### config.mk
export PLATFORM = sky130hd
export DESIGN_NAME = gt_victim_cache
export DESIGN_NICKNAME = d
export VERILOG_FILES = /design/src/rtl/gt_cache_pkg.sv /design/src/rtl/gt_victim_cam.sv /design/src/rtl/gt_victim_cache.sv
export SDC_FILE = /design/constraint.sdc
export NUM_CORES = 2
export LEC_CHECK = 0
export ABC_AREA = 1
export CORE_ASPECT_RATIO = 0.7
export CORE_UTILIZATION = 45
export CTS_CLUSTER_SIZE = 24
export DETAILED_ROUTE_END_ITERATION = 16
export HOLD_SLACK_MARGIN = 0.12
export SYNTH_ARGS = -nofsm -noshare
export SYNTH_HDL_FRONTEND = slang
export SYNTH_SLANG_ARGS = --single-unit
### constraint.sdc
create_clock -name CLK -period 19.56 [get_ports CLK]
set_input_delay 3.912 -clock CLK [delete_from_list [all_inputs] [get_ports CLK]]
set_output_delay 3.912 -clock CLK [all_outputs]
set_load 0.005 [all_outputs]
### src/rtl/gt_cache_pkg.sv
// Shared L1 / victim cache definitions: line and tag geometry,
// line_t / tag_t types and the address-to-line-tag helper.
package gt_cache_pkg;

  localparam int LINE_W   = 256;
  localparam int TAG_W    = 27;
  localparam int OFFSET_W = 5;

  typedef logic [LINE_W-1:0] line_t;
  typedef logic [TAG_W-1:0]  tag_t;

  function automatic tag_t line_tag(input logic [31:0] addr);
    return addr[31:OFFSET_W];
  endfunction

endpackage

### src/rtl/gt_victim_cam.sv
// Combinational tag CAM: compares one probe tag against every valid entry.
// Ports: valid/tags (entry state), probe; match_oh, match_idx (lowest), any_match.
module gt_victim_cam #(
  parameter int DEPTH = 8,
  parameter int TAG_W = gt_cache_pkg::TAG_W
) (
  input  logic [DEPTH-1:0]            valid,
  input  logic [DEPTH-1:0][TAG_W-1:0] tags,
  input  logic [TAG_W-1:0]            probe,
  output logic [DEPTH-1:0]            match_oh,
  output logic [$clog2(DEPTH)-1:0]    match_idx,
  output logic                        any_match
);

  localparam int IDX_W = $clog2(DEPTH);

  always_comb begin
    match_oh  = '0;
    match_idx = '0;
    for (int i = 0; i < DEPTH; i++) begin
      match_oh[i] = valid[i] && (tags[i] == probe);
    end
    for (int i = DEPTH - 1; i >= 0; i--) begin
      if (match_oh[i]) match_idx = IDX_W'(i);
    end
    any_match = |match_oh;
  end

endmodule

### src/rtl/gt_victim_cache.sv
// Exclusive, fully associative victim cache behind the direct-mapped L1.
// Ports: CLK, RST (async, active-high), flush; lookup_valid/lookup_tag;
// evict_valid/evict_tag/evict_data; registered resp_valid/resp_hit/resp_data;
// occupancy. Macro GT_VICTIM_STATS_EN adds saturating hit_count/miss_count.
module gt_victim_cache #(
  parameter int DEPTH  = 8,
  parameter int TAG_W  = gt_cache_pkg::TAG_W,
  parameter int LINE_W = gt_cache_pkg::LINE_W
) (
  input  logic                       CLK,
  input  logic                       RST,
  input  logic                       flush,
  input  logic                       lookup_valid,
  input  logic [TAG_W-1:0]           lookup_tag,
  input  logic                       evict_valid,
  input  logic [TAG_W-1:0]           evict_tag,
  input  logic [LINE_W-1:0]          evict_data,
  output logic                       resp_valid,
  output logic                       resp_hit,
  output logic [LINE_W-1:0]          resp_data,
`ifdef GT_VICTIM_STATS_EN
  output logic [31:0]                hit_count,
  output logic [31:0]                miss_count,
`endif
  output logic [$clog2(DEPTH):0]     occupancy
);

  localparam int IDX_W = $clog2(DEPTH);
  localparam int OCC_W = IDX_W + 1;

  logic [DEPTH-1:0]              valid_q, valid_d;
  logic [DEPTH-1:0][TAG_W-1:0]   tag_q, tag_d;
  logic [DEPTH-1:0][LINE_W-1:0]  data_q, data_d;
  logic [IDX_W-1:0]              rr_q, rr_d;
  logic                          resp_valid_q, resp_valid_d;
  logic                          resp_hit_q, resp_hit_d;
  logic [LINE_W-1:0]             resp_data_q, resp_data_d;
  logic [OCC_W-1:0]              occ_q, occ_d;

  logic [DEPTH-1:0] lk_oh, ev_oh;
  logic [IDX_W-1:0] lk_idx, ev_idx, free_idx, wr_idx;
  logic             lk_any, ev_any, free_any, wr_en, fwd, lk_hit;

  gt_victim_cam #(.DEPTH(DEPTH), .TAG_W(TAG_W)) u_cam_lk (
    .valid(valid_q), .tags(tag_q), .probe(lookup_tag),
    .match_oh(lk_oh), .match_idx(lk_idx), .any_match(lk_any)
  );

  gt_victim_cam #(.DEPTH(DEPTH), .TAG_W(TAG_W)) u_cam_ev (
    .valid(valid_q), .tags(tag_q), .probe(evict_tag),
    .match_oh(ev_oh), .match_idx(ev_idx), .any_match(ev_any)
  );

  always_comb begin
    free_idx = '0;
    for (int i = DEPTH - 1; i >= 0; i--) begin
      if (!valid_q[i]) free_idx = IDX_W'(i);
    end
    free_any = ~&valid_q;
    fwd      = lookup_valid && evict_valid && (lookup_tag == evict_tag);
    lk_hit   = lookup_valid && lk_any;
  end

  always_comb begin
    valid_d      = valid_q;
    tag_d        = tag_q;
    data_d       = data_q;
    rr_d         = rr_q;
    resp_valid_d = lookup_valid;
    resp_hit_d   = 1'b0;
    resp_data_d  = '0;
    wr_en        = 1'b0;
    wr_idx       = '0;
    if (flush) begin
      valid_d = '0;
      rr_d    = '0;
    end else if (fwd) begin
      // Line bounces straight back to L1; drop every stored copy.
      resp_hit_d  = 1'b1;
      resp_data_d = evict_data;
      valid_d     = valid_q & ~lk_oh;
    end else begin
      if (lk_hit) begin
        resp_hit_d      = 1'b1;
        resp_data_d     = data_q[lk_idx];
        valid_d[lk_idx] = 1'b0;
      end
      if (evict_valid) begin
        wr_en = 1'b1;
        if (lk_hit)        wr_idx = lk_idx;
        else if (ev_any)   wr_idx = ev_idx;
        else if (free_any) wr_idx = free_idx;
        else begin
          wr_idx = rr_q;
          rr_d   = rr_q + 1'b1;
        end
      end
    end
    if (wr_en) begin
      valid_d[wr_idx] = 1'b1;
      tag_d[wr_idx]   = evict_tag;
      data_d[wr_idx]  = evict_data;
    end
    occ_d = '0;
    for (int i = 0; i < DEPTH; i++) begin
      occ_d = occ_d + OCC_W'(valid_d[i]);
    end
  end

  always_ff @(posedge CLK or posedge RST) begin
    if (RST) begin
      valid_q      <= '0;
      rr_q         <= '0;
      resp_valid_q <= 1'b0;
      resp_hit_q   <= 1'b0;
      resp_data_q  <= '0;
      occ_q        <= '0;
    end else begin
      valid_q      <= valid_d;
      rr_q         <= rr_d;
      resp_valid_q <= resp_valid_d;
      resp_hit_q   <= resp_hit_d;
      resp_data_q  <= resp_data_d;
      occ_q        <= occ_d;
    end
  end

  // Payload is qualified by valid_q, so it carries no reset.
  always_ff @(posedge CLK) begin
    tag_q  <= tag_d;
    data_q <= data_d;
  end

  assign resp_valid = resp_valid_q;
  assign resp_hit   = resp_hit_q;
  assign resp_data  = resp_data_q;
  assign occupancy  = occ_q;

`ifdef GT_VICTIM_STATS_EN
  logic [31:0] hit_cnt_q, hit_cnt_d, miss_cnt_q, miss_cnt_d;

  always_comb begin
    hit_cnt_d  = hit_cnt_q;
    miss_cnt_d = miss_cnt_q;
    if (resp_valid_d && resp_hit_d && (hit_cnt_q != 32'hFFFF_FFFF))
      hit_cnt_d = hit_cnt_q + 32'd1;
    if (resp_valid_d && !resp_hit_d && (miss_cnt_q != 32'hFFFF_FFFF))
      miss_cnt_d = miss_cnt_q + 32'd1;
  end

  always_ff @(posedge CLK or posedge RST) begin
    if (RST) begin
      hit_cnt_q  <= '0;
      miss_cnt_q <= '0;
    end else begin
      hit_cnt_q  <= hit_cnt_d;
      miss_cnt_q <= miss_cnt_d;
    end
  end

  assign hit_count  = hit_cnt_q;
  assign miss_count = miss_cnt_q;
`endif

endmodule
==> results.yml <==
status:
  run_status: "completed"
min_path:
  min-delay-start: "rr_q[1]"
  min_to: "rr_q[1]"
  holdCritPathClass: "reg2reg"
  min_path_cells: 2
floorplan:
  die_x_um: 589
  dieArea_mm2: 0.244
  core_area_mm2: 0.239
  initial_core_util: 0.454
  num_rows: 150
  io_pins: 577
  fp.dieH_um: 413
timing:
  fin_crit_ns: 10.69
  setup_tns_ns: 0
  worst_clock_skew_ns: 0.0698
  setup_ws_ns: 8.87
  hold_slack_ns: 0.580
  period_share: 0.547
  slew_headroom: 0.0893
  slew_violations: 0
  tightest_slew_ns: 1.37
  hold_violations: 0
  rsz0062_at_grt: "false"
  setup_viol: 0
  fmax_ghz: 0.0935
grt:
  grt_pass1_wl_mm: 505
  grt_start_max_net_pins: 190
  grtUsageTotal: 0.286
  grt_pass1_vias: 70400
  antenna_found_initial: 39
  overflow: 0
clock_network:
  numCtsBuffers: 246
  h-tree-depth: 4
  root_buffer: "clkbuf_16"
  cts_resized: 0
  cts.sinks: 2537
  cts_buffer_depth: 4
  clk_pin_slew_ns: 0.06
  ctsHoldBuffers: 0
  post_cts_buffers: 0
  cts_tree: "done"
  clk_latency_ns: 0.92
place:
  place_ws_ns: 7.89
  portBuffers: 576
  place_area_mm2: 0.117
  hpwl_mm: 203
  finalWeightedCongestion: 1.02
power_and_ir_drop:
  fin_total_pwr_mw: 11.3
  total_leakage_power_nw: 50.7
  p_per_area_mw_per_mm2: 90.0
  ir_drop_mv: 0.0674
yosys:
  synth_cell_type_count: 41
  synth_fp_nets: 10500
  syn_avg_cell_area_um2: 10.7
  synth.cell_area_mm2: 0.109
  yosysWarningCount: 0
  yosysSeqAreaShare: 0.688
  ys_seq_elements: 2537
  synth_top_area_share: 0.625
  synth_cells: 10200
  synth_top_area_cell: "edfxtp_1"
  synthFlopType: "edfxtp_1"
  synthArstFlopShare: 0.108
  synth_edf_count: 2264
  synth_area_leaders: "edfxtp_1 (63%), nand2_1 (9.0%), dfrtp_1 (6.3%)"
drt:
  vias: 73800
  ant_nets: 0
  wirelength_mm: 352
  dr.pass1.iters: 7
  detail_route.iter0.violations: 7138
  routedWlPerCell_um: 25.1
  drc: 0
  vias_per_cell: 5.25
cells_and_area:
  design_area_mm2: 0.125
  drive_gt1_frac: 0.0667
  nets: 11000
  area_growth_pct: 15.2
flow_run:
  max-cap-violations: 0
critical_path:
  end_kind: "flop"
  r2r-end: "resp_data[209]"
  critPathKind: "in2reg"
  worst_ep_required_time_ns: 20.35
  cp-start-kind: "input port"
  r2r_start: "tag_q[16]"
  arrival_ns: 11.48
  critPathMaxFanout: 122
  reg2reg_depth: 19
  r2r_slack_ns: 12.21
-- cell families (layout without fill, tap and decap cells) --
| logic type | Yosys count | after routing | synth area share |
|---|---|---|---|
| AOI/OAI and AO/OA | 332 | 332 | 0.0157 |
| xor gates and xnor gates | 233 | 233 | 0.0188 |
| adders and majority gates | 8 | 8 | 0.00120 |
| buffers and inverters | 1745 | 2416 | 0.0668 |
| DFF | 2537 | 2537 | 0.688 |
| other | 0 | 8 | 0 |
| and+or+nand+nor | 5335 | 5335 | 0.209 |
-- flip-flops by register name, summed over array words and instances (netlist names) --
name        cells
data_q       2048
resp_data     256
occupancy       4
resp_valid      1
tag_q         216
rr_q            3
resp_hit        1
valid_q         8
-- worst max-delay path by stage --
stage / startpoint / to / slack (ns) / cells after the start
after floorplan: lookup_tag[16] / data_q[512] / 1.32 / 17
after global placement: lookup_tag[14] / data_q[1361] / 8.00 / 21
after detailed placement: lookup_tag[14] / data_q[1358] / 7.89 / 21
after CTS: lookup_tag[14] / resp_data[209] / 8.85 / 20
after global routing: lookup_tag[15] / resp_data[219] / 8.40 / 21
final: lookup_tag[2] / resp_data[209] / 8.87 / 20
-- metrics by stage --
| stage | cells | util |
|---|---|---|
| 2_1_floorplan | 10200 | - |
| 3_3_place_gp | 13600 | 0.489 |
| 3_5_place_dp | 13600 | 0.489 |
| 4_1_cts | 14100 | 0.523 |
| 5_1_grt | 14100 | 0.523 |
| 6_report | 14100 | 0.523 |
-- Yosys cell counts (all sizes together), types with 3 or more instances --
cell type,count
a21oi,13
buf,336
clkbuf,134
clkinv,5
o211ai,4
nor2,1226
fa,4
dfrtp,273
nand2,2625
nand3b,153
o22ai,7
nand4,37
xnor2,191
o21ai,300
xor2,42
nor3,16
edfxtp,2264
or2,306
nand3,965
inv,1270
a31oi,3
ha,4
nor4,4
-- layout make-up --
class	count	area [um2]
fill	20800	114000
sequential	2537	74800
multi-input combinational	5908	26800
clock buffer	340	6840
timing repair buffer	685	6750
inverter	1275	4830
tap	3192	3990
clock inverter	116	1250
antenna	8	20.0
-- critical path, stage by stage --
cell and delay [ns]:
clkdlybuf4s50_1 0.99, nand2_1 0.13, nand4_1 0.20, nor2_1 0.06, nand2_1 0.06, nor2_1 0.10
nand3_1 0.33, nand2_1 0.22, nor2_4 0.15, buf_4 0.54, buf_4 0.83, nand2_8 0.49
nand2_8 0.88, buf_4 0.88, buf_4 0.91, or2_0 0.21, nand3_1 0.08, nand2_1 0.13
nand2_1 0.05, nand2_1 0.09
-- report_power, final --
part           switching (mW)  internal, mW
Sequential             0.0199          5.97
Combinational           0.302         0.132
Clock                    2.09          2.77
-- cells in the final DEF (no fill, tap or decap), drive strengths merged, types with 8 or more instances in the layout --
cell	instances
nand2	2625
edfxtp	2264
inv	1278
nor2	1226
nand3	965
clkdlybuf4s50	576
clkbuf	340
or2	306
o21ai	300
dfrtp	273
xnor2	191
nand3b	153
buf	109
clkinv	83
xor2	42
nand4	37
bufinv	25
nor3	16
a21oi	13
diode	8
-- layer usage --
metal  wire (um)  share of wire  global-route usage  vias to the layer above
met5         141        0.00040                   0                        -
met4        7130          0.020              0.0607                       22
met3       28800          0.082              0.0575                      437
met2      155000           0.44               0.432                     2683
met1      161000           0.46               0.428                    36700
li1            -              -                   -                    34000
(Power assumes the default switching activity.)
